==> src/rtl/pxs_court_gen.sv <==
// pxs_court_gen: draws the court (dashed middle line, top and bottom lines)
// over a VGA stream and flashes the line colour after a goal.
// Optional feature: define PXS_COURT_FLASH_EN to build the goal-flash FSM,
// its frame/toggle counters and busy_o. Without it, goal_i is ignored,
// busy_o is tied low and the lines are always COLOR_LINE.
module pxs_court_gen #(
    parameter int         WIDTH_SCREEN  = 640,
    parameter int         HEIGHT_SCREEN = 480,
    parameter int         LINE_W        = 6,
    parameter int         DASH_BIT      = 6,
    parameter logic [2:0] COLOR_LINE    = 3'b111,
    parameter logic [2:0] COLOR_BG      = 3'b000,
    parameter logic [2:0] COLOR_FLASH   = 3'b100,
    parameter int         FLASH_FRAMES  = 120,
    parameter int         TOGGLE_FRAMES = 8
) (
    input  logic        px_clk,
    input  logic        reset,
    input  logic [22:0] VGAStr_i,
    input  logic        goal_i,
    output logic [25:0] RGBStr_o,
    output logic        busy_o
);

    // 11-bit bounds so a 10-bit coordinate never wraps in a compare
    localparam logic [10:0] MID_LO = 11'(WIDTH_SCREEN / 2 - LINE_W / 2);
    localparam logic [10:0] MID_HI = 11'(WIDTH_SCREEN / 2 + LINE_W / 2);
    localparam logic [10:0] TOP_HI = 11'(LINE_W);
    localparam logic [10:0] BOT_LO = 11'(HEIGHT_SCREEN - LINE_W);
    localparam logic [10:0] BOT_HI = 11'(HEIGHT_SCREEN);
    localparam logic [9:0]  FF_LAST = 10'(FLASH_FRAMES - 1);
    localparam logic [7:0]  TG_LAST = 8'(TOGGLE_FRAMES - 1);

    logic        act;
    logic [10:0] xc, yc;
    logic        on_mid, on_top, on_bot;
    logic [2:0]  line_color;
    logic [2:0]  rgb_nx;

    assign act = VGAStr_i[0];
    assign yc  = {1'b0, VGAStr_i[12:3]};
    assign xc  = {1'b0, VGAStr_i[22:13]};

    assign on_mid = (xc >= MID_LO) && (xc < MID_HI) && VGAStr_i[3 + DASH_BIT];
    assign on_top = (yc < TOP_HI);
    assign on_bot = (yc >= BOT_LO) && (yc < BOT_HI);

`ifdef PXS_COURT_FLASH_EN
    typedef enum logic {IDLE, FLASH} state_t;

    state_t     state, state_nx;
    logic [9:0] frame_cnt, frame_nx;
    logic [7:0] tog_cnt, tog_nx;
    logic       phase, phase_nx;
    logic       vs_q;
    logic       frame_tick;

    // VS rising edge; vs_q clears on reset so a tick right after release needs VS=1
    assign frame_tick = VGAStr_i[1] & ~vs_q;

    // FSM, counters and VS history registers
    always_ff @(posedge px_clk or posedge reset) begin
        if (reset) begin
            state     <= IDLE;
            frame_cnt <= '0;
            tog_cnt   <= '0;
            phase     <= 1'b0;
            vs_q      <= 1'b0;
        end else begin
            state     <= state_nx;
            frame_cnt <= frame_nx;
            tog_cnt   <= tog_nx;
            phase     <= phase_nx;
            vs_q      <= VGAStr_i[1];
        end
    end

    // next state: a goal (re)starts the flash and wins over a coincident tick
    always_comb begin
        state_nx = state;
        frame_nx = frame_cnt;
        tog_nx   = tog_cnt;
        phase_nx = phase;
        if (goal_i) begin
            state_nx = FLASH;
            frame_nx = '0;
            tog_nx   = '0;
            phase_nx = 1'b1;
        end else if (state == FLASH && frame_tick) begin
            if (frame_cnt == FF_LAST) begin
                state_nx = IDLE;
                frame_nx = '0;
                tog_nx   = '0;
                phase_nx = 1'b0;
            end else begin
                frame_nx = frame_cnt + 10'd1;
                if (tog_cnt == TG_LAST) begin
                    tog_nx   = '0;
                    phase_nx = ~phase;
                end else begin
                    tog_nx = tog_cnt + 8'd1;
                end
            end
        end
    end

    assign line_color = (state == FLASH && phase) ? COLOR_FLASH : COLOR_LINE;
    assign busy_o     = (state == FLASH);
`else
    logic unused_flash;

    assign unused_flash = ^{goal_i, COLOR_FLASH, FF_LAST, TG_LAST};
    assign line_color   = COLOR_LINE;
    assign busy_o       = 1'b0;
`endif

    // pixel colour before registering; blanking forces black
    always_comb begin
        rgb_nx = 3'b000;
        if (act)
            rgb_nx = (on_mid || on_top || on_bot) ? line_color : COLOR_BG;
    end

    // one-cycle output register: colour plus delayed copy of the stream
    always_ff @(posedge px_clk or posedge reset) begin
        if (reset) RGBStr_o <= '0;
        else       RGBStr_o <= {rgb_nx, VGAStr_i};
    end

endmodule

==> config.mk <==
export PLATFORM = sky130hd
export DESIGN_NAME = pxs_court_gen
export DESIGN_NICKNAME = d
export VERILOG_FILES = /design/src/rtl/pxs_court_gen.sv
export SDC_FILE = /design/constraint.sdc
export NUM_CORES = 1
export LEC_CHECK = 0
export BUFFER_PORTS_ARGS = -buffer_cell sky130_fd_sc_hd__buf_2
export CORE_MARGIN = 2
export CORE_UTILIZATION = 38
export DETAILED_ROUTE_END_ITERATION = 10
export PLACE_DENSITY = 0.75
export SLEW_MARGIN = 20
export SYNTH_ARGS = -nofsm -noshare
export SYNTH_HDL_FRONTEND = slang
export SYNTH_SLANG_ARGS = --single-unit
==> constraint.sdc <==
create_clock -name px_clk -period 0.8 [get_ports px_clk]
set_input_delay 0.08 -clock px_clk [delete_from_list [all_inputs] [get_ports px_clk]]
set_output_delay 0.08 -clock px_clk [all_outputs]
set_load 0.03 [all_outputs]
* After elaboration in Yosys (flattened, before gate mapping)
Cells that the tools add are included.
Storage, ports and cells: register bits after elaboration 26, input port bits 26, logic and storage cells 13
Operators by class: order comparisons 5, muxes and demuxes 2, reduce and logical (&&, ||, !) cells 5
Operators with widths (count):
- $ge 10x9->1 const B | 2
- $lt 10x9->1 const B | 2
- $lt 10x3->1 const B | 1
- $mux 3 | 2
- $logic_and 1x1->1 | 3
- $logic_or 1x1->1 | 2

* Depth between registers and ports, before layout
Gate-level depths: netlist of the first run.
depth in word-level cells 7, gate-level depth with buffers 3, gate-level depth less buffers 3

* Worst setup path after synthesis of the first run
No wires, ideal clock.
path type register to output, from reg RGBStr_o[24], to out RGBStr_o[24], arrival time 0.722 ns, setup slack -0.002 ns, cell stages (with the launch flop) 2, buffers on the path 1, cell sequence dfrtp_1 > buf_4
RTL lines:
- start: declaration | RTL line 21 | output logic [25:0] RGBStr_o,
- start signal: assignment | RTL line 127 | else RGBStr_o <= {rgb_nx, VGAStr_i};
No word-level cell between the ends.

==> metrics.txt, run 1 <==
diode count=0; Placer Congestion=0.763; Power Dens Cells=~1600 mW/mm^2; Final period util=125%; post-route minimum period=~1 ns; cells after synthesis=43; min-delay src=VGAStr_i[4]; area post-placement=0.00105 sq mm; Final Setup Violations=26; most frequent cells in the layout=buf_6, dlygate4sd3_1, buf_2; synthesized area=748 sq um; synth warn=0; final worst slack=-0.198 ns; status=finished with violations; Synth area leader=dfrtp_1; Seq pwr share=53.2%; Placement Rows=16; CP Capture Type=output port; vias per cell=4.55; port bufs=50; fin. max-slew vios=0; P_leak=0.711 nW; Area contributors post-synth=dfrtp_1, buf_4, o311ai_2; VDD IR max=around 1.2 mV; max incr delay on CP=0.46 ns; combinational power share=a little over a fifth; Max clock buf depth=2; CTS tree=yes; crit path max fanout=3; Top reg by flops=RGBStr_o; chip width=48.4 um; I/O Pins=53; sequential fraction of the synthesis area=about 80%; vias in the first global route=716; htree depth=1; crit-path cells=buf_6; WL final=2450 um; CP max stage cell=dfrtp_2; Largest regs=RGBStr_o x24; crit path buf inv count=1; failing checks=negative setup slack; share of cells above drive strength 1=between 50% and 60%; synth unique cells=18; arrival time worst endpoint=0.92 ns; largest net degree at the start of global routing=19; DIE HEIGHT=48.4 um; Critical path origin=RGBStr_o[24]; HPWL Detailed=1240 um; P&R area growth vs syn=99.5%; maxcap violations=0; Sw Share=26.0%; net switching power=0.636 mW; WL/cell=16.4 um; hold crit path type=primary input to flip-flop; clock sink count=24; setup TNS=-3.43 ns; residual DRC count=0; Initial Utilization=39.3%; Iteration-0 DRC Markers=12; most common cell after layout, fill and taps aside=buf_6; synthesized netlist net count=just under 70; Die Area=0.00234 sq mm; Largest register FFs=24; Clock Power Share=25.3%; Worst EP required=0.72 ns; startpoint types=flip-flop; first-pass GRT wire length=3830 um; CP top delay family=flip-flops; DRT Pass-1 Iters=4; gr usage total=22.1%; Nets=149; Int Power=approximately 1.8 mW; Mapped Avg Cell Area=17.4 sq um; initial antenna violation count=0; Post-DRT Antenna Nets=0; CTS buffer count=3; postcts setup bufs=0; Via Count=678; post-synthesis register bit count=24; RSZ-0062 raised after global routing=true; Final Hold Vio Count=0; Root Driver=clkbuf_4; gr ovfl total=0; top cell type's share of synthesized area=80.3%; Setup CP Type=flip-flop to output port; Core ar.=0.00190 sq mm; clk slew on worst S/H paths=0.13 ns; Finished Cell Area=0.00149 sq mm; Max Clock Freq=1000 MHz
[final cells by class]
| cell class | count | area, sq um |
|---|---|---|
| clock buffers | 4 | 36.3 |
| fillers | 105 | 409 |
| inverters | 1 | 3.75 |
| multi-input cells | 15 | 121 |
| flip-flops and latches | 24 | 602 |
| well taps | 27 | 33.8 |
| repair buffers | 78 | 696 |
[power groups by stage]
stage                     clock [mW]  combinational [mW]  sequential [mW]
final                          0.621               0.525             1.30
after global routing           0.692               0.550             1.31
after CTS                      0.619               0.505             1.30
after detailed placement           0               0.348             1.31
after global placement             0               0.343             1.31
after floorplan                    0              0.0489             1.44
[Yosys cell counts]
master     count
a21boi_0       1
a2bb2oi_1      1
and4_1         1
buf_4          3
conb_1         1
dfrtp_1       24
inv_1          1
nand2_1        1
nand3_1        1
nand4_1        1
nand4b_1       1
nor4_1         1
nor4_2         1
nor4b_1        1
nor4bb_1       1
o211ai_1       1
o21bai_1       1
o311ai_2       1
[per-layer routing]
metal | routed length [um] | global-route usage, % | vias to the layer above
met5 | 0 | 0 | -
met4 | 61 | 9.05 | 0
met3 | 150 | 4.01 | 6
met2 | 1260 | 38.7 | 43
met1 | 982 | 27.2 | 319
li1 | - | - | 310
[stage by stage]
stage,cells,hold slack (ns),util (%),power (mW),setup slack [ns]
global route,149,0.0866,78.5,2.55,-0.223
detailed placement,121,0.0394,55.4,1.66,-0.139
global placement,121,0.0399,55.4,1.65,-0.0970
finish,149,0.0733,78.5,2.45,-0.198
CTS,148,0.00142,78.0,2.42,-0.188
floorplan,43,0.0946,-,1.49,0.0519
[cell families (layout without fill, tap and decap cells)]
family	Yosys count	after routing	synth area share, %
flip-flops	24	24	80.3
AO/OA/AOI/OAI	5	5	6.36
AND/OR/NAND/NOR	9	9	9.36
buffers and inverters	4	83	3.51
other	1	1	0.501
[path summary, 6_finish.rpt]
| path | slack, ns | cells after the start | to |
|---|---|---|---|
| max in group asynchronous | 0.14 | 4 | RGBStr_o[19] |
| worst max-delay path | -0.20 | 1 | RGBStr_o[23] |
| min in group asynchronous | 0.25 | 3 | RGBStr_o[22] |
| worst min-delay path | 0.07 | 3 | RGBStr_o[24] |
[repair_timing]
item                                    4_1_cts  5_1_grt
hold buffers                                 23        1
hold endpoints to repair                     47        1
endpoints found under the setup margin       26       27
resized for setup                            52        0
pin swaps                                     0        1
No activity file was read; power rests on OpenSTA's default activity.
==> run 2, diff against run 1 <==
--- a/config.mk
+++ b/config.mk
@@ -5,11 +5,12 @@
 export SDC_FILE = /design/constraint.sdc
 export NUM_CORES = 1
 export LEC_CHECK = 0
+export ABC_AREA = 1
 export BUFFER_PORTS_ARGS = -buffer_cell sky130_fd_sc_hd__buf_2
 export CORE_MARGIN = 2
-export CORE_UTILIZATION = 38
+export CORE_UTILIZATION = 35
 export DETAILED_ROUTE_END_ITERATION = 10
-export PLACE_DENSITY = 0.75
+export PLACE_DENSITY = 0.69
 export SLEW_MARGIN = 20
 export SYNTH_ARGS = -nofsm -noshare
 export SYNTH_HDL_FRONTEND = slang
==> constraint.sdc (replaced) <==
create_clock -name px_clk -period 0.95 [get_ports px_clk]
set_input_delay 0.095 -clock px_clk [delete_from_list [all_inputs] [get_ports px_clk]]
set_output_delay 0.095 -clock px_clk [all_outputs]
set_load 0.03 [all_outputs]
==> metrics.txt, run 2 <==
Mapped Avg Cell Area=12.9 sq um; placed insts=137; startpoint types=flip-flop; first-pass GRT wire length=2460 um; Max Clock Freq=1020 MHz; Int Power=approximately 1.5 mW; port bufs=50; net switching power=approximately 0.52 mW; combinational power share=21.7%; max incr delay on CP=~0.41 ns; Critical path origin=RGBStr_o[24]; Finished Cell Area=around 0.0015 sq mm; failing checks=negative setup slack; hold path cells=6; fin. max-slew vios=0; chip width=51.3 um; initial antenna violation count=0; min-delay src=VGAStr_i[18]; top cells by count, synth=dfrtp_1, nand2_1, nor2_1; CTS tree=yes; WL/cell=11.4 um; DRT Pass-1 Iters=2; Synth area leader=dfrtp_1; Placement Rows=17; most frequent cells in the layout=dfrtp_1, dlygate4sd3_1, buf_6; Max clock buf depth=2; status=finished with violations; diode count=0; arrival time worst endpoint=0.88 ns; VDD IR max=0.751 mV; synthesized area=785 sq um; CP max stage cell=dfrtp_1; clk slew on worst S/H paths=0.12 ns; synthesized netlist net count=87; postcts setup bufs=0; Post-DRT Antenna Nets=0; HPWL Detailed=1200 um; gr ovfl total=0; sequential fraction of the synthesis area=roughly three quarters; crit-path cells=buf_4; Largest register FFs=24; Clock Power Share=roughly 25%; P_leak=0.722 nW; Iteration-0 DRC Markers=5; Min-Delay Endpoint=RGBStr_o[24]; synth warn=0; P&R area growth vs syn=88.2%; Die Area=0.00264 sq mm; synth unique cells=13; vias per cell=4.10; Initial Utilization=36.2%; Fill cells=roughly 170; top cell type's share of synthesized area=76.6%; cells after synthesis=61; post-synthesis register bit count=24; gr usage total=13.5%; Worst EP required=0.85 ns; htree depth=1; Synth async-reset ratio=100%; final worst slack=-0.0295 ns; Largest regs=RGBStr_o x24; DIE HEIGHT=51.3 um; RSZ-0062 raised after global routing=true; vias in the first global route=637; hold crit path type=primary input to flip-flop; Setup CP Type=flip-flop to output port; Power Dens Cells=1390 mW/mm^2; Final Setup Violations=3; CP Capture Type=output port; Final period util=103%; Top reg by flops=RGBStr_o; Post-Layout Cell Count=158; Via Count=648; dpl ws=approximately 0.18 ns; Nets=157; Placer Congestion=about 0.7; share of cells above drive strength 1=around 44%; post-route minimum period=0.980 ns; Sw Share=between 20 and 30%; maxcap violations=0; crit path buf inv count=1; setup TNS=-0.0879 ns; I/O Pins=53; EDFF count, synth=0; crit path max fanout=3; Total Power=between 2 and 2.5 mW; CTS buffer count=3; WL final=between 1500 and 2000 um; Final Hold Vio Count=0; largest net degree at the start of global routing=17; dominant synthesized flop cell=dfrtp_1; Root Driver=clkbuf_4; most common cell in the netlist=dfrtp_1; clock sink count=24; area post-placement=0.00107 sq mm; Seq pwr share=roughly 54%; residual DRC count=0; Core ar.=~0.0022 sq mm; Area contributors post-synth=dfrtp_1, nand2_1, nor2_1; CP top delay family=flip-flops; WP depth=1
run 2: cell count changes after synthesis, sizes merged, moves of 2 or more:
| cell | delta |
|---|---|
| nand2 | +11 |
| nor2 | +9 |
| inv | +4 |
| a21oi | +2 |
| nor4 | -2 |
run 2: power by group through the flow:
stage | registers, mW | logic, mW | clock network (mW)
floorplan | 1.22 | 0.0695 | 0
global placement | 1.10 | 0.310 | 0
detailed placement | 1.11 | 0.313 | 0
CTS | 1.09 | 0.418 | 0.521
global route | 1.10 | 0.474 | 0.574
finish | 1.10 | 0.445 | 0.505
run 2: what timing repair did:
action / in CTS / in global routing
pin swaps: 0 / 5
hold endpoints to repair: 31 / 0
gates resized for setup: 23 / 44
endpoints found under the setup margin: 17 / 27
hold buffers: 24 / 0
cloned: 0 / 0
run 2: how the worst max path moves through the flow:
stage / to / slack, ns
3_3_place_gp: RGBStr_o[24] / 0.18
4_1_cts: RGBStr_o[23] / -0.04
6_report: RGBStr_o[24] / -0.03
2_1_floorplan: RGBStr_o[24] / 0.13
3_5_place_dp: RGBStr_o[24] / 0.18
5_1_grt: RGBStr_o[23] / -0.08
run 2: cell families after synthesis:
kind of cell,share of synthesized area [%]
AOI/OAI and AO/OA,1.75
buffers and inverters,5.26
DFF,76.6
other,0.478
and+or+nand+nor,15.9
run 2: area by class of cell:
type                       instances  area (sq um)  area share [%]
timing repair buffer              68           627            42.5
inverter                           5          18.8            1.27
multi-input combinational         29           159            10.8
clock buffer                       4          36.3            2.46
tap                               28          35.0            2.37
sequential                        24           601            40.7
run 2: per-layer routing:
metal	wire length, um	vias to the layer above	track usage [%]
met5	0	-	0
met4	15	0	7.89
met3	144	2	2.92
met2	1020	28	26.8
met1	617	299	12.1
li1	-	319	-
run 2: through the flow:
stage | util (%) | hold slack [ns]
floorplan | - | 0.110
global placement | 49.2 | 0.0700
detailed placement | 49.2 | 0.0893
CTS | 65.1 | 0.180
global route | 68.1 | 0.190
finish | 68.1 | 0.177
